File: config.mk
export PLATFORM = sky130hd
export DESIGN_NAME = id_ex_pipe_reg
export DESIGN_NICKNAME = d
export VERILOG_FILES = /design/src/rtl/id_ex_pipe_reg.sv
export SDC_FILE = /design/constraint.sdc
export NUM_CORES = 1
export LEC_CHECK = 0
export BUFFER_PORTS_ARGS = -buffer_cell sky130_fd_sc_hd__clkbuf_2
export CORE_ASPECT_RATIO = 1.1
export CORE_MARGIN = 4
export CORE_UTILIZATION = 45
export CTS_CLUSTER_DIAMETER = 200
export DETAILED_ROUTE_END_ITERATION = 7
export PLACE_DENSITY = 0.8
export SLEW_MARGIN = 20
export SYNTH_ARGS = -nofsm -noshare
export SYNTH_HDL_FRONTEND = slang
export SYNTH_SLANG_ARGS = --single-unit
export TNS_END_PERCENT = 1
File: constraint.sdc
create_clock -name clk_i -period 2.25 [get_ports clk_i]
set_input_delay 0.1125 -clock clk_i [delete_from_list [all_inputs] [get_ports clk_i]]
set_output_delay 0.1125 -clock clk_i [all_outputs]
set_load 0.02 [all_outputs]
File: src/rtl/id_ex_pipe_reg.sv
// ID/EX pipeline register: captures decoded instruction state for the EX stage,
// with hold (downstream stall), bubble insertion and a saturating bubble counter.
module id_ex_pipe_reg #(
  parameter int DATA_W = 32,
  parameter int CNT_W  = 16
) (
  input  logic              clk_i,
  input  logic              rst_i,
  input  logic              start_i,
  input  logic              hold_i,
  input  logic              bubble_i,
  input  logic              ID_RegWrite_i,
  input  logic              ID_MemtoReg_i,
  input  logic              ID_MemRead_i,
  input  logic              ID_MemWrite_i,
  input  logic              ID_ALUSrc_i,
  input  logic [1:0]        ID_ALUOp_i,
  input  logic [DATA_W-1:0] ID_RS1data_i,
  input  logic [DATA_W-1:0] ID_RS2data_i,
  input  logic [DATA_W-1:0] ID_Imm_i,
  input  logic [9:0]        ID_funct_i,
  input  logic [4:0]        ID_Rs1_i,
  input  logic [4:0]        ID_Rs2_i,
  input  logic [4:0]        ID_Rd_i,
  output logic              EX_RegWrite_o,
  output logic              EX_MemtoReg_o,
  output logic              EX_MemRead_o,
  output logic              EX_MemWrite_o,
  output logic              EX_ALUSrc_o,
  output logic [1:0]        EX_ALUOp_o,
  output logic [DATA_W-1:0] EX_RS1data_o,
  output logic [DATA_W-1:0] EX_RS2data_o,
  output logic [DATA_W-1:0] EX_Imm_o,
  output logic [9:0]        EX_funct_o,
  output logic [4:0]        EX_Rs1_o,
  output logic [4:0]        EX_Rs2_o,
  output logic [4:0]        EX_Rd_o,
  output logic              EX_valid_o,
  output logic [CNT_W-1:0]  bubble_cnt_o
);

  logic update;
  logic take_id;
  logic count_bubble;

  // Registers change unless a running core is stalled; when they change they
  // either take the ID values or a bubble (all zero, so no forwarding match).
  assign update       = !start_i || !hold_i;
  assign take_id      = start_i && !hold_i && !bubble_i;
  assign count_bubble = start_i && !hold_i && bubble_i;

  always_ff @(posedge clk_i or negedge rst_i) begin
    if (!rst_i) begin
      EX_RegWrite_o <= 1'b0;
      EX_MemtoReg_o <= 1'b0;
      EX_MemRead_o  <= 1'b0;
      EX_MemWrite_o <= 1'b0;
      EX_ALUSrc_o   <= 1'b0;
      EX_ALUOp_o    <= '0;
      EX_RS1data_o  <= '0;
      EX_RS2data_o  <= '0;
      EX_Imm_o      <= '0;
      EX_funct_o    <= '0;
      EX_Rs1_o      <= '0;
      EX_Rs2_o      <= '0;
      EX_Rd_o       <= '0;
      EX_valid_o    <= 1'b0;
    end else if (update) begin
      EX_RegWrite_o <= take_id ? ID_RegWrite_i : 1'b0;
      EX_MemtoReg_o <= take_id ? ID_MemtoReg_i : 1'b0;
      EX_MemRead_o  <= take_id ? ID_MemRead_i  : 1'b0;
      EX_MemWrite_o <= take_id ? ID_MemWrite_i : 1'b0;
      EX_ALUSrc_o   <= take_id ? ID_ALUSrc_i   : 1'b0;
      EX_ALUOp_o    <= take_id ? ID_ALUOp_i    : '0;
      EX_RS1data_o  <= take_id ? ID_RS1data_i  : '0;
      EX_RS2data_o  <= take_id ? ID_RS2data_i  : '0;
      EX_Imm_o      <= take_id ? ID_Imm_i      : '0;
      EX_funct_o    <= take_id ? ID_funct_i    : '0;
      EX_Rs1_o      <= take_id ? ID_Rs1_i      : '0;
      EX_Rs2_o      <= take_id ? ID_Rs2_i      : '0;
      EX_Rd_o       <= take_id ? ID_Rd_i       : '0;
      EX_valid_o    <= take_id;
    end
  end

  // Only stall-driven bubbles are counted; idle bubbles while start_i is low are not.
  always_ff @(posedge clk_i or negedge rst_i) begin
    if (!rst_i) begin
      bubble_cnt_o <= '0;
    end else if (count_bubble && (bubble_cnt_o != {CNT_W{1'b1}})) begin
      bubble_cnt_o <= bubble_cnt_o + CNT_W'(1);
    end
  end

endmodule

**Word level (Yosys, flattened, before mapping)**

Cells that the tools add are included.

- Memories kept: 0
- Flip-flop bits (word level): 145
- Bits of input ports: 133
- Bits in read-only memories: 0
- Bits in latches: 0
- Word-level logic and storage cells: 38
- Output and inout port bits: 145
- Memory bits (writable): 0

- Add/sub/neg operators: 1
- Reduce and logical (&&, ||, !) cells: 8
- Shifts and indexed selects: 0
- Bitwise gates (word level): 0
- Equality and inequality tests: 1
- Order comparisons: 0
- Multiply operators: 0
- Divide/modulo/power cells: 0
- Muxes and demuxes: 13

Operators with widths:

| cell | number |
|---|---|
| $mux 32 | 3 |
| $add 16x1->16 const B | 1 |
| $ne 16x16->1 const B | 1 |
| $mux 5 | 3 |
| $mux 10 | 1 |
| $mux 1 | 5 |
| $logic_and 1x1->1 | 4 |
| $logic_not 1->1 | 3 |
| $mux 2 | 1 |
| $logic_or 1x1->1 | 1 |

**Longest topological paths before layout**

Gate-level depths: netlist (run 1).

- Depth after elaboration: 4
- Mapped depth: 5
- Mapped depth without buffers: 5

**Worst setup path before layout (run 1)**

Ideal clock, no wire load.

- Path kind: reg2reg
- From: register bubble_cnt_o[0]
- To: register bubble_cnt_o[2]
- Arrival time: 1,764 ps
- Required time: 2,115 ps
- Clock period less this slack: 1,899 ps
- Cell stages (with the launch flop): 6
- Library setup time: 135 ps
- Buffers on the path: 0
- Setup slack: 351 ps
- Cell sequence: dfrtp_1 ha_1 nand3_2 or4_4 and3_1 xor2_1

- Word-level cells in the longest chain between the ends: 2
- Elaborated cells on any way between the ends: 3
- Classes of those cells: add/sub (1); eq/ne (1); reduce/logical (1)

RTL lines:

| item | RTL line | text |
|---|---|---|
| start: declaration | 39 | `output logic [CNT_W-1:0] bubble_cnt_o` |
| start signal: assignment | 91 | `bubble_cnt_o <= bubble_cnt_o + CNT_W'(1);` |
| branches (longest 2 deep; another with $add 16x1->16) | - |  |

Parallel ways; which one is timed is not known.
A chain may end at the register's enable or synchronous reset.

**Worst setup path after layout (run 1)**

Ends and elaborated chain as after synthesis.

==> results by stage, run 1 <==
Yosys:
- Sorting the synthesized cells by area gives the leading types as sky130_fd_sc_hd__dfrtp_1, sky130_fd_sc_hd__a22o_1, sky130_fd_sc_hd__clkbuf_1, sky130_fd_sc_hd__xnor2_1, sky130_fd_sc_hd__xor2_1.
- The xor and xnor area share after synthesis is 1.65%.
- The synthesized netlist cell count is 358.
- The largest total area in the synthesized netlist belongs to sky130_fd_sc_hd__dfrtp_1.
- The dominant combinational cell family by area after synthesis is compound AO/OA/AOI/OAI gates.
- The area of the mapped netlist is 5300 µm².
- The area share of and/or/nand/nor cells after synthesis is 4.13%.
- The share of the synthesized area in compound gates (AO/OA/AOI/OAI) is 23.0%.
- In this run the biggest area consumer among cell types represents 68.4% of the synthesized area.
- The sequential area share after synthesis is 68.4%.
- After synthesis, the mean cell area works out to 14.8 µm².
- For this run, the number of Yosys warnings is 0.
- Summing the areas of all fa, ha and maj instances in the mapped netlist gives 0.236% of the synthesized area.
- The register bit total from synthesis is 145.
- The number of distinct standard cells referenced by the synthesized netlist is 35.
- Counting every net in the synthesized netlist gives 492.
- The share of cell area taken by muxes after synthesis is 0.425%.

Place:
- Detailed placement ended at an HPWL of 10,000 µm.
- The count of buffers from port buffering is 277.
- The pre-CTS worst setup slack is 372 ps.
- Routability-driven placement finished with a final weighted congestion of 0.864.

GRT:
- The number of antenna violations at the first check in global routing is 0.
- The pin count of the biggest net entering global routing is 130.
- The remaining global-route overflow is 0.
- The number of global-route vias before repair is 5,377.
- The aggregate global-route resource usage is 25.8%.
- The first global-routing pass estimated 27,700 µm of wire.

Clocking:
- After clock tree synthesis, the clock-pin slew on the worst setup and hold paths is 60 ps.
- TritonCTS built the clock tree.
- The number of gates resized after CTS was 0.
- The latest clock arrival within the worst-skew pair is 410 ps.
- The post-CTS setup-driven buffer insertion count is 0.
- Clock tree synthesis selected as its root buffer the cell sky130_fd_sc_hd__clkbuf_16.
- The total number of clock tree sinks is 145.
- Buffers inserted during clock tree synthesis total 17.
- The largest buffer count on any clock path is 2.
- The clock tree synthesis step divided the H-tree into 4 levels.

Worst setup path:
- Of all nets on the critical path, the largest fanout is 8.
- The worst flop-to-flop path startpoint is bubble_cnt_o[0]$_DFFE_PN0P_.
- At the worst endpoint, the arrival time is 2200 ps.
- The category of the critical setup timing path is flip-flop to flip-flop.
- The critical path launch point type is a flip-flop.
- STA classifies the critical path endpoint as a flip-flop.
- Setup slack on the worst reg-to-reg path comes out at 330 ps.
- For the worst setup path, the data required time is 2530 ps.
- The count of cells along the worst register-to-register path is 5.
- The endpoint of the worst-slack reg-to-reg timing path is bubble_cnt_o[2]$_DFFE_PN0P_.

Power and ir drop:
- The leakage dissipation is 4.64 nW.
- The largest vdd supply drop is 0.000433 V.
- Dividing total power by cell area gives a power density of 748 nW/µm².

Detailed routing:
- In this run, the number of DRC markers left after iteration 0 of detailed routing was 249.
- In the final routed layout, each cell accounts on average for 18.9 µm.
- The number of iterations in the first detailed-routing pass is 5.
- In this run the remaining antenna-violating nets after routing total 0.
- The average vias per placed instance is 5.35.
- The overall routed net length is 17,500 µm.
- Detailed routing inserted a total of 4,941 vias.
- In the routed design, unresolved DRC markers number 0.

Final layout:
- The count of inserted antenna diode cells is 0.
- The post-route netlist has 41.5% of its cells at a drive strength greater than 1.
- The utilization after layout is 76.2%.
- The area growth from synthesis to layout is 65.0%.
- The net count of the finished layout is 895.

STA:
- The worst path uses 85.4% of the clock period.
- The final-report setup violation count is 0.
- Static timing analysis puts the maximum clock frequency at 521 MHz.
- Across all setup checks in the final design, the least slack found is 329 ps.
- On the final layout, the worst clock skew is 6.22 ps.
- Setup repair after global routing left no endpoint under its margin.
- The setup total negative slack is 0 ps.
- The final count of pins violating max slew is 0.
- After layout, the minimum clock period comes to 1920 ps.
- For the pin with the worst max-slew slack, the measured transition is 565 ps.
- The number of hold violations in the final report was 0.
- The worst-case headroom to the max-slew limit is 62.4%.

Run status:
- The flow ran to the end, and the final reports show no timing, DRC or antenna violations.

Worst hold path:
- The type of the tightest min-delay check is input port to asynchronous set/reset pin.

Die:
- In this run the count of I/O pins placed on the die edge is 278.
- The area of the placeable core is 11,500 µm².
- The height of the die is 122 µm.
- The initial core utilization is 46.2%.
- The floorplan step defined a die boundary enclosing 13,600 µm².
- The die is 112 µm wide.
- In this run the core area contains 41 standard-cell rows.

Run:
- The reported max-cap violation count is 0.
==> Yosys cell counts <==
| library cell | instances |
|---|---|
| sky130_fd_sc_hd__and3b_1 | 1 |
| sky130_fd_sc_hd__o41ai_4 | 1 |
| sky130_fd_sc_hd__xor2_1 | 4 |
| sky130_fd_sc_hd__xnor2_1 | 6 |
| sky130_fd_sc_hd__nor3_1 | 1 |
| sky130_fd_sc_hd__clkbuf_1 | 22 |
| sky130_fd_sc_hd__nand4b_1 | 2 |
| sky130_fd_sc_hd__dfrtp_1 | 145 |
| sky130_fd_sc_hd__o21ai_0 | 1 |
| sky130_fd_sc_hd__buf_2 | 1 |
| sky130_fd_sc_hd__nand4_1 | 2 |
| sky130_fd_sc_hd__a21oi_1 | 2 |
| sky130_fd_sc_hd__buf_1 | 5 |
| sky130_fd_sc_hd__o21a_1 | 2 |
| sky130_fd_sc_hd__o311ai_0 | 1 |
| sky130_fd_sc_hd__a22o_1 | 129 |
| sky130_fd_sc_hd__ha_1 | 1 |
| sky130_fd_sc_hd__nor4_2 | 1 |
| sky130_fd_sc_hd__nor3b_1 | 1 |
| sky130_fd_sc_hd__or4_4 | 1 |
| sky130_fd_sc_hd__and2_1 | 1 |
| sky130_fd_sc_hd__nand2_1 | 1 |
| sky130_fd_sc_hd__and3_1 | 2 |
| sky130_fd_sc_hd__o2111ai_1 | 1 |
| sky130_fd_sc_hd__o211ai_1 | 1 |
| sky130_fd_sc_hd__a21o_1 | 1 |
| sky130_fd_sc_hd__nand3_1 | 6 |
| sky130_fd_sc_hd__inv_1 | 2 |
| sky130_fd_sc_hd__nor3_2 | 1 |
| sky130_fd_sc_hd__nand4_2 | 1 |
| sky130_fd_sc_hd__mux2_1 | 2 |
| sky130_fd_sc_hd__nand4_4 | 1 |
| sky130_fd_sc_hd__nor2_1 | 6 |
| sky130_fd_sc_hd__nand3b_1 | 2 |
| sky130_fd_sc_hd__nand3_2 | 1 |
==> metrics by stage <==
stage	area [µm²]	cells	hold WS (ps)	power, mW
after floorplan	5300	358	-183	3.24
after global placement	6880	763	103	3.60
after detailed placement	6880	763	114	3.63
after CTS	8750	924	228	6.57
after global routing	8750	924	244	6.79
final	8750	924	247	6.55
==> repair_timing <==
action                                  4_1_cts  5_1_grt
endpoints found under the setup margin        0        0
hold buffers                                129        0
endpoints found under the hold margin       182        0
==> layout make-up <==
cell class,instances,area [µm²]
flip-flops and latches,145,3630
repair buffers,412,2780
well taps,150,188
inverters,2,7.51
fillers,692,2740
clock inverters,11,131
clock buffers,21,450
multi-input cells,183,1570
==> where the power goes <==
| part | internal [mW] | switching, mW | total, mW |
|---|---|---|---|
| sequential | 2.74 | 0.125 | 2.86 |
| combinational | 0.431 | 0.504 | 0.934 |
| clock | 1.67 | 1.08 | 2.75 |
| total | 4.84 | 1.71 | 6.55 |
==> layer usage <==
layer	global-route usage (%)	part of all wire [%]	wire [µm]
met1	29.6	38	6560
met2	45.2	52	9140
met3	7.35	6.8	1200
met4	11.6	3.4	590
met5	0	0	0
==> flip-flops by register name, indices dropped and copies added, names as in the netlist, 2 cells and up <==
register,cells
EX_RS1data_o,32
bubble_cnt_o,16
EX_Imm_o,32
EX_ALUOp_o,2
EX_funct_o,10
EX_Rd_o,5
EX_RS2data_o,32
EX_Rs1_o,5
EX_Rs2_o,5
==> layout by cell type, fill, tap and decap left out, types with 2 or more instances in the layout <==
| cell type | count |
|---|---|
| sky130_fd_sc_hd__xnor2_1 | 6 |
| sky130_fd_sc_hd__clkinvlp_4 | 6 |
| sky130_fd_sc_hd__clkbuf_1 | 3 |
| sky130_fd_sc_hd__inv_1 | 2 |
| sky130_fd_sc_hd__nand3_1 | 6 |
| sky130_fd_sc_hd__nand3b_1 | 2 |
| sky130_fd_sc_hd__nor2_1 | 6 |
| sky130_fd_sc_hd__buf_12 | 4 |
| sky130_fd_sc_hd__mux2_1 | 2 |
| sky130_fd_sc_hd__clkbuf_2 | 276 |
| sky130_fd_sc_hd__buf_4 | 2 |
| sky130_fd_sc_hd__nand4_1 | 2 |
| sky130_fd_sc_hd__a21oi_1 | 2 |
| sky130_fd_sc_hd__bufinv_16 | 2 |
| sky130_fd_sc_hd__and3_1 | 2 |
| sky130_fd_sc_hd__xor2_1 | 4 |
| sky130_fd_sc_hd__o21a_1 | 2 |
| sky130_fd_sc_hd__clkbuf_16 | 17 |
| sky130_fd_sc_hd__inv_6 | 2 |
| sky130_fd_sc_hd__nand4b_1 | 2 |
| sky130_fd_sc_hd__dfrtp_1 | 145 |
| sky130_fd_sc_hd__a22o_1 | 129 |
| sky130_fd_sc_hd__dlygate4sd3_1 | 129 |
==> worst max-delay path, cell delays in order, from the launching register on <==
cell                      delay (ps)
sky130_fd_sc_hd__dfrtp_1         440
sky130_fd_sc_hd__ha_1            220
sky130_fd_sc_hd__nand3_2         190
sky130_fd_sc_hd__or4_4           590
sky130_fd_sc_hd__and3_1          210
sky130_fd_sc_hd__xor2_1          140
==> worst max-delay path by stage <==
stage / from / end / slack, ps / depth (start not counted)
CTS: bubble_cnt_o[0]$_DFFE_PN0P_ / bubble_cnt_o[2]$_DFFE_PN0P_ / 320 / 5
global route: bubble_cnt_o[0]$_DFFE_PN0P_ / bubble_cnt_o[10]$_DFFE_PN0P_ / 220 / 5
detailed placement: bubble_cnt_o[0]$_DFFE_PN0P_ / bubble_cnt_o[2]$_DFFE_PN0P_ / 370 / 5
finish: bubble_cnt_o[0]$_DFFE_PN0P_ / bubble_cnt_o[2]$_DFFE_PN0P_ / 330 / 5
floorplan: bubble_cnt_o[0]$_DFFE_PN0P_ / bubble_cnt_o[2]$_DFFE_PN0P_ / 350 / 5
global placement: bubble_cnt_o[0]$_DFFE_PN0P_ / bubble_cnt_o[2]$_DFFE_PN0P_ / 420 / 5
==> kinds of logic after synthesis <==
group,Yosys count
AOI/OAI and AO/OA,139
xor gates and xnor gates,10
adders and majority gates,1
buffers and inverters,30
DFF,145
muxes,2
and+or+nand+nor,31
(Power assumes the default switching activity.)
==> run 2: changes to the inputs <==
--- a/config.mk
+++ b/config.mk
@@ -8,10 +8,10 @@
 export BUFFER_PORTS_ARGS = -buffer_cell sky130_fd_sc_hd__clkbuf_2
 export CORE_ASPECT_RATIO = 1.1
 export CORE_MARGIN = 4
-export CORE_UTILIZATION = 45
+export CORE_UTILIZATION = 48
 export CTS_CLUSTER_DIAMETER = 200
 export DETAILED_ROUTE_END_ITERATION = 7
-export PLACE_DENSITY = 0.8
+export PLACE_DENSITY = 0.84
 export SLEW_MARGIN = 20
 export SYNTH_ARGS = -nofsm -noshare
 export SYNTH_HDL_FRONTEND = slang
==> constraint.sdc (replaced) <==
create_clock -name clk_i -period 2.3 [get_ports clk_i]
set_input_delay 0.115 -clock clk_i [delete_from_list [all_inputs] [get_ports clk_i]]
set_output_delay 0.115 -clock clk_i [all_outputs]
set_load 0.02 [all_outputs]
==> run 2 against run 1 <==
Sequential share of layout area about the same. Power decreased by 2.6%. Largest power group unchanged. Final area decreased by 0.11%. Register-to-register slack about the same. Die area decreased by 5.8%. Clock power decreased by 3%. Fmax decreased by 1.9%. Setup slack improved by 13 ps. Critical path type unchanged. Routed wire length increased by 4.4%. First-iteration DRC count increased by 56%.
==> results by stage, run 2 (synthesis results as in run 1) <==
Worst setup path:
- The cell with the largest stage delay on the worst path is sky130_fd_sc_hd__or4_4.
- The endpoint kind of the worst setup timing path is a flip-flop.
- The critical path launch point type is a flip-flop.
- The delay contributed by the slowest stage of the critical path is 610 ps (+20 ps).
- By startpoint and endpoint, the worst setup path is classified as flip-flop to flip-flop.
- Traced cell by cell, the critical path runs through ha_1 -> nand3_2 -> or4_4 -> and3_1 -> xor2_1.
- The arrival time at the worst endpoint is 2250 ps (+50 ps).
- The required time reported for the critical path endpoint was 2590 ps (+60 ps).
- The count of cells along the worst register-to-register path came to 5 (unchanged).
- The maximum fanout along the worst path is 8 (unchanged).

Clocking:
- The depth of the CTS H-tree is 4 (unchanged).
- The CTS tree is done.
- Clock tree synthesis selected as its root buffer the cell sky130_fd_sc_hd__clkbuf_16.
- The cts-stage hold buffer count is 129 (unchanged).
- The latest clock arrival within the worst-skew pair is 410 ps (about the same).
- The count of instances resized after the clock tree is built is 0 (unchanged).
- The clock buffer count from CTS is 17 (unchanged).
- The largest buffer count on any clock path came to 2 (unchanged).
- The post-CTS setup-driven buffer insertion count came to 0 (unchanged).
- The total number of clock tree sinks was 145 (unchanged).
- The clock-pin slew of the registers on the worst-case setup and hold paths was 60 ps (about the same).

GRT:
- The number of global-route vias before repair is 5,510 (+2.5%).
- The first-pass GRT wire length came to 28,600 µm (+3.0%).
- The pin count of the biggest net entering global routing came to 80 (-38%).
- The aggregate global-route resource usage is 28.7% (+2.9 points).
- The number of antenna violations at the first check in global routing is 1 (+1).
- The remaining global-route overflow is 0 (unchanged).

Detailed routing:
- The number of iterations in the first detailed-routing pass was 6 (+1).
- The average vias per placed instance is 5.48 (+2.5%).
- The detailed-route DRC error count was 0 (unchanged).
- The detailed route wirelength on metal2 is 9620 µm (+5.2%).
- The routed wire length on met3 is 1470 µm (+23%).
- The number of routed nets with antenna violations is 0 (unchanged).
- The routed length on met1 is 6680 µm (+1.8%).
- The overall routed net length is 18,300 µm (+4.4%).
- The violation count after the first detailed-routing iteration is 388 (+56%).
- The number of vias after detailed routing is 5,049 (+2.2%).
- The mean routed wirelength per cell is 19.8 µm (+4.8%).
- In this run the top signal layer used is met4.

STA:
- Setup repair after global routing left no endpoint under its margin.
- The setup total negative slack is 0 ps (unchanged).
- The worst hold margin is 173 ps (-73.8 ps).
- The maximum clock frequency is 511 MHz (-1.9%).
- The final-report setup violation count is 0 (unchanged).
- The final count of pins violating max slew is 0 (unchanged).
- The post-route clock skew is 6.75 ps (+0.531 ps).
- The transition at the pin with the smallest max-transition slack came to 474 ps (-91.1 ps).
- The clock period minus worst slack was 1960 ps (+37.2 ps).
- The number of hold violations in the final report is 0 (unchanged).
- The final cycle utilization of the critical path was 85.1% (-0.24 points).
- The worst-case headroom to the max-slew limit came to 68.4% (+6.1 points).

Power and ir drop:
- The power density over cell area is 729 nW/µm² (-2.5%).
- The leakage dissipation is 4.66 nW (+0.38%).
- The largest vdd supply drop is 0.000424 V (-2.2%).

Final layout:
- The post-route non-filler standard cell count is 921 (-0.32%).
- The largest registers in the layout are EX_Imm_o x32, EX_RS1data_o x32, EX_RS2data_o x32.
- The sequential cell area is 3630 µm² (unchanged).
- The library cell used most frequently in the layout, excluding fill and tap cells, is sky130_fd_sc_hd__clkbuf_2.
- The signed area change from the synthesized netlist to the final layout is 64.9%.
- The area of combinational cells with multiple inputs is 1570 µm² (unchanged).
- The ratio of cells with drive above 1 in the final layout was 41.4% (-0.076 points).
- The utilization after layout is 80.5% (+4.3 points).
- The final design instance area without fill is 8740 µm² (-0.11%).
- The library cells used most frequently in the layout, excluding fill and tap cells, are sky130_fd_sc_hd__clkbuf_2, sky130_fd_sc_hd__dfrtp_1, sky130_fd_sc_hd__a22o_1, sky130_fd_sc_hd__dlygate4sd3_1, sky130_fd_sc_hd__clkbuf_16.
- The final-layout fill cell count is 556 (-20%).
- The number of nets in the layout is 895 (unchanged).

Die:
- The height of the die came to 118 µm (-3.0%).
- The placement row count is 40 (-2.4%).
- The top-level port count is 278 (unchanged).
- The initial core utilization is 48.8% (+2.7 points).
- The area of the placeable core is 10,900 µm² (-5.5%).
- The die outline width is 108 µm (-2.9%).
- The die area was 12,800 µm² (-5.8%).

Place:
- The post-placement cell count is 760 (-0.39%).
- The count of buffers from port buffering was 277 (unchanged).
- The final RePlAce weighted congestion is 0.818 (-5.2%).
- The total placed instance area is 6880 µm² (about the same).
- The total half-perimeter wirelength after legalization and detailed placement is 10,200 µm (+1.8%).

Run status:
- The flow ran to the end, and the final reports show no timing, DRC or antenna violations.

Run:
- The reported max-cap violation count came to 0 (unchanged).

Worst hold path:
- The worst hold path belongs to the class input port to asynchronous set/reset pin.
[run 2: cell types whose count changed in the layout (fill, tap and decap cells not counted)]
cell | previous run | this run
sky130_fd_sc_hd__diode_2 | 0 | 1
sky130_fd_sc_hd__clkbuf_8 | 1 | 2
sky130_fd_sc_hd__clkinv_4 | 1 | 3
sky130_fd_sc_hd__clkinvlp_4 | 6 | 1
sky130_fd_sc_hd__inv_6 | 2 | 0
sky130_fd_sc_hd__clkinv_2 | 0 | 3
[run 2: final timing paths]
path	from	slack [ps]	to
max	bubble_cnt_o[0]$_DFFE_PN0P_	340	bubble_cnt_o[2]$_DFFE_PN0P_
min	rst_i	170	EX_RS2data_o[7]$_DFFE_PN0P_
max reg2reg	bubble_cnt_o[0]$_DFFE_PN0P_	340	bubble_cnt_o[2]$_DFFE_PN0P_
min reg2reg	EX_valid_o$_DFFE_PN0P_	490	EX_valid_o$_DFFE_PN0P_
max in group asynchronous	rst_i	1400	EX_RS1data_o[21]$_DFFE_PN0P_
min in group clk_i	start_i	250	bubble_cnt_o[0]$_DFFE_PN0P_
[run 2: through the flow]
stage / power [mW] / worst slack (ps)
floorplan: 3.16 / 401
global route: 6.60 / 318
finish: 6.38 / 342
CTS: 6.37 / 389
global placement: 3.51 / 490
detailed placement: 3.54 / 417
[run 2: cell type report]
class | count | share of cell area (%)
Antenna cell | 1 | 0.0286
Clock buffer | 22 | 5.31
Inverter | 2 | 0.0859
Sequential cell | 145 | 41.5
Timing Repair Buffer | 412 | 31.8
Multi-Input combinational cell | 183 | 17.9
Tap cell | 147 | 2.10
Clock inverter | 9 | 1.24
[run 2: worst max-delay path, delay by kind of cell, from the launching register on]
| family | cells | cell delay [ps] |
|---|---|---|
| adder cells (fa/ha/maj) | 1 | 220 |
| AND/OR/NAND/NOR | 3 | 1030 |
| XOR/XNOR | 1 | 140 |
| flip-flops | 1 | 450 |
[run 2: where the power goes]
| group | leakage, nW | total, mW | internal (mW) | switching (mW) |
|---|---|---|---|---|
| Combinational | 2.41 | 0.903 | 0.419 | 0.484 |
| Sequential | 1.97 | 2.81 | 2.68 | 0.128 |
| Clock | 0.280 | 2.66 | 1.65 | 1.02 |
| Total | 4.66 | 6.38 | 4.75 | 1.63 |
[run 2: routing by layer]
| metal | GRT usage [%] | up-vias |
|---|---|---|
| met2 | 49.5 | 272 |
| li1 | - | 2192 |
| met3 | 8.25 | 47 |
| met1 | 33.6 | 2538 |
| met5 | 0 | - |
| met4 | 10.9 | 0 |
==> run 3: changes to the inputs <==
--- a/config.mk
+++ b/config.mk
@@ -7,11 +7,11 @@
 export LEC_CHECK = 0
 export BUFFER_PORTS_ARGS = -buffer_cell sky130_fd_sc_hd__clkbuf_2
 export CORE_ASPECT_RATIO = 1.1
-export CORE_MARGIN = 4
-export CORE_UTILIZATION = 48
+export CORE_MARGIN = 2
+export CORE_UTILIZATION = 37
 export CTS_CLUSTER_DIAMETER = 200
 export DETAILED_ROUTE_END_ITERATION = 7
-export PLACE_DENSITY = 0.84
+export PLACE_DENSITY = 0.68
 export SLEW_MARGIN = 20
 export SYNTH_ARGS = -nofsm -noshare
 export SYNTH_HDL_FRONTEND = slang
==> run 3 against run 2 <==
Die area grew 20%. Combinational power shrank 1%. Hold slack gained 77 ps. Sequential power is essentially flat. Register-to-register slack gained 50 ps. Clock skew shrank 2.2 ps. Power grew 0.92%. Via count shrank 3.8%. Non-clock buffer count grew 1. Setup slack gained 51 ps. Largest power group unchanged.
==> results by stage, run 3 (synthesis results as in run 1) <==
Die:
- The area of the placeable core was 13,900 µm² (+28%).
- The die area came to 15,300 µm² (+20%).
- The initial core utilization came to 38.1% (-11 points).
- The height of the die is 130 µm (+9.6%).
- The die outline width was 118 µm (+9.2%).
- The top-level port count is 278 (unchanged).
- The placement row count came to 45 (+13%).

Place:
- The final RePlAce weighted congestion is 0.766 (-6.3%).
- The total half-perimeter wirelength after legalization and detailed placement was 10,000 µm (-1.8%).
- The post-placement cell count is 802 (+5.5%).
- The count of buffers from port buffering is 277 (unchanged).

Detailed routing:
- The mean routed wirelength per cell was 17.4 µm (-12%).
- The violation count after the first detailed-routing iteration is 233 (-40%).
- The detailed-route DRC error count is 0 (unchanged).
- The number of vias after detailed routing came to 4,856 (-3.8%).
- The overall routed net length is 16,800 µm (-8.1%).
- The number of iterations in the first detailed-routing pass came to 4 (-2).
- The number of routed nets with antenna violations is 0 (unchanged).
- The average vias per placed instance is 5.04 (-8.0%).

Final layout:
- The number of nets in the layout is 896 (+0.11%).
- The ratio of cells with drive above 1 in the final layout is 41.7% (+0.28 points).
- The final-layout fill cell count came to 1,024 (+84%).
- The commonest non-fill, non-tap cell in the layout is sky130_fd_sc_hd__clkbuf_2.
- In the layout the commonest cells are sky130_fd_sc_hd__clkbuf_2, sky130_fd_sc_hd__dfrtp_1, sky130_fd_sc_hd__a22o_1, sky130_fd_sc_hd__dlygate4sd3_1, sky130_fd_sc_hd__clkbuf_16.
- The post-route non-filler standard cell count is 963 (+4.6%).
- The largest registers in the layout are EX_Imm_o x32, EX_RS1data_o x32, EX_RS2data_o x32.
- The count of inserted antenna diode cells is 0 (-1).
- From synthesis to final layout, the design area changed by 66.3%.

Worst setup path:
- The required time reported for the critical path endpoint is 2580 ps (about the same).
- The worst setup path is captured at a flip-flop.
- The arrival time at the worst endpoint is 2190 ps (-60 ps).
- STA classifies the critical path startpoint as a flip-flop.
- The category of the critical setup timing path is flip-flop to flip-flop.
- The maximum fanout along the worst path came to 8 (unchanged).

STA:
- The maximum clock frequency is 524 MHz (+2.7%).
- Setup repair after global routing left no endpoint under its margin.
- The final count of pins violating max slew is 0 (unchanged).
- The clock period minus worst slack is 1910 ps (-50.9 ps).
- The post-route clock skew came to 4.58 ps (-2.18 ps).
- The transition at the pin with the smallest max-transition slack was 549 ps (+75.4 ps).
- The final-report setup violation count is 0 (unchanged).
- The setup total negative slack was 0 ps (unchanged).
- The number of hold violations in the final report is 0 (unchanged).
- The worst-case headroom to the max-slew limit was 63.4% (-5.0 points).
- The final cycle utilization of the critical path is 82.9% (-2.2 points).

Clocking:
- The CTS tree is done.
- The count of instances resized after the clock tree is built came to 0 (unchanged).
- The clock-pin slew of the registers on the worst-case setup and hold paths is 50 ps (about the same).
- The latest clock arrival within the worst-skew pair is 410 ps (about the same).
- The depth of the CTS H-tree was 4 (unchanged).
- The total number of clock tree sinks is 145 (unchanged).
- The clock buffer count from CTS is 17 (unchanged).
- The largest buffer count on any clock path is 2 (unchanged).
- The root buffer cell chosen for the clock tree is sky130_fd_sc_hd__clkbuf_16.

GRT:
- The pin count of the biggest net entering global routing is 69 (-14%).
- The number of antenna violations at the first check in global routing is 0 (-1).
- The remaining global-route overflow is 0 (unchanged).
- The first-pass GRT wire length came to 26,500 µm (-7.4%).
- The number of global-route vias before repair came to 5,094 (-7.5%).
- The aggregate global-route resource usage came to 21.9% (-6.8 points).

Power and ir drop:
- The power density over cell area is 730 nW/µm² (about the same).
- The leakage dissipation came to 4.68 nW (+0.31%).
- The post-layout total power is 6.43 mW (+0.92%).
- The largest vdd supply drop came to 0.000464 V (+9.5%).

Run:
- The reported max-cap violation count was 0 (unchanged).

Worst hold path:
- The type of the tightest min-delay check is input port to flip-flop.

Run status:
- The run finished with clean final reports.
run 3: cell count changes in the layout (fill, tap and decap cells not counted), sizes merged:
cell / change
clkinv: -2
buf: +1
clkbuf: +1
clkinvlp: +1
diode: -1
inv: +1
run 3: path summary, 6_finish.rpt:
| kind | start | to | slack (ps) | cells past startpoint |
|---|---|---|---|---|
| max | bubble_cnt_o[0]$_DFFE_PN0P_ | bubble_cnt_o[2]$_DFFE_PN0P_ | 390 | 5 |
| min | start_i | bubble_cnt_o[0]$_DFFE_PN0P_ | 250 | 4 |
| max reg2reg | bubble_cnt_o[0]$_DFFE_PN0P_ | bubble_cnt_o[2]$_DFFE_PN0P_ | 390 | 5 |
| min reg2reg | EX_valid_o$_DFFE_PN0P_ | EX_valid_o$_DFFE_PN0P_ | 480 | 1 |
| max in group asynchronous | rst_i | EX_RegWrite_o$_DFFE_PN0P_ | 1360 | 3 |
| min in group asynchronous | rst_i | EX_Imm_o[31]$_DFFE_PN0P_ | 260 | 2 |
run 3: power breakdown:
group | leakage (nW) | total [mW] | internal [mW] | switching, mW
combinational | 2.41 | 0.894 | 0.419 | 0.475
clock | 0.289 | 2.75 | 1.71 | 1.04
sequential | 1.97 | 2.79 | 2.68 | 0.115
total | 4.68 | 6.43 | 4.81 | 1.63
run 3: worst max-delay path, stage by stage (launching register included):
cell and delay [ps]:
sky130_fd_sc_hd__dfrtp_1 430, sky130_fd_sc_hd__ha_1 210, sky130_fd_sc_hd__nand3_2 190, sky130_fd_sc_hd__or4_4 590, sky130_fd_sc_hd__and3_1 210, sky130_fd_sc_hd__xor2_1 150
run 3: stage by stage:
step	cell area (µm²)	utilization, %	hold slack (ps)	setup WS [ps]
global placement	6940	49.9	113	460
detailed placement	6940	49.9	128	396
CTS	8820	63.4	224	379
finish	8820	63.4	250	393
global route	8820	63.4	244	299
floorplan	5300	-	-181	401
run 3: what timing repair did:
| action | CTS | global route |
|---|---|---|
| buffers inserted | 0 | 0 |
| hold buffers | 129 | 0 |
| hold endpoints to repair | 183 | 0 |
run 3: routing by layer:
metal,global-route usage (%),share of wire (%),wire length (µm)
met1,26.3,40,6740
met2,37.3,51,8480
met3,5.85,6.4,1080
met5,0,0,0
met4,9.85,2.9,485
run 3: area by class of cell:
class / instances / area (µm²) / share of cell area (%)
Inverter: 2 / 7.51 / 0.0851
Multi-Input combinational cell: 183 / 1570 / 17.8
Clock buffer: 23 / 488 / 5.53
Sequential cell: 145 / 3630 / 41.1
Timing Repair Buffer: 413 / 2790 / 31.6
Tap cell: 188 / 235 / 2.67
Clock inverter: 9 / 104 / 1.18
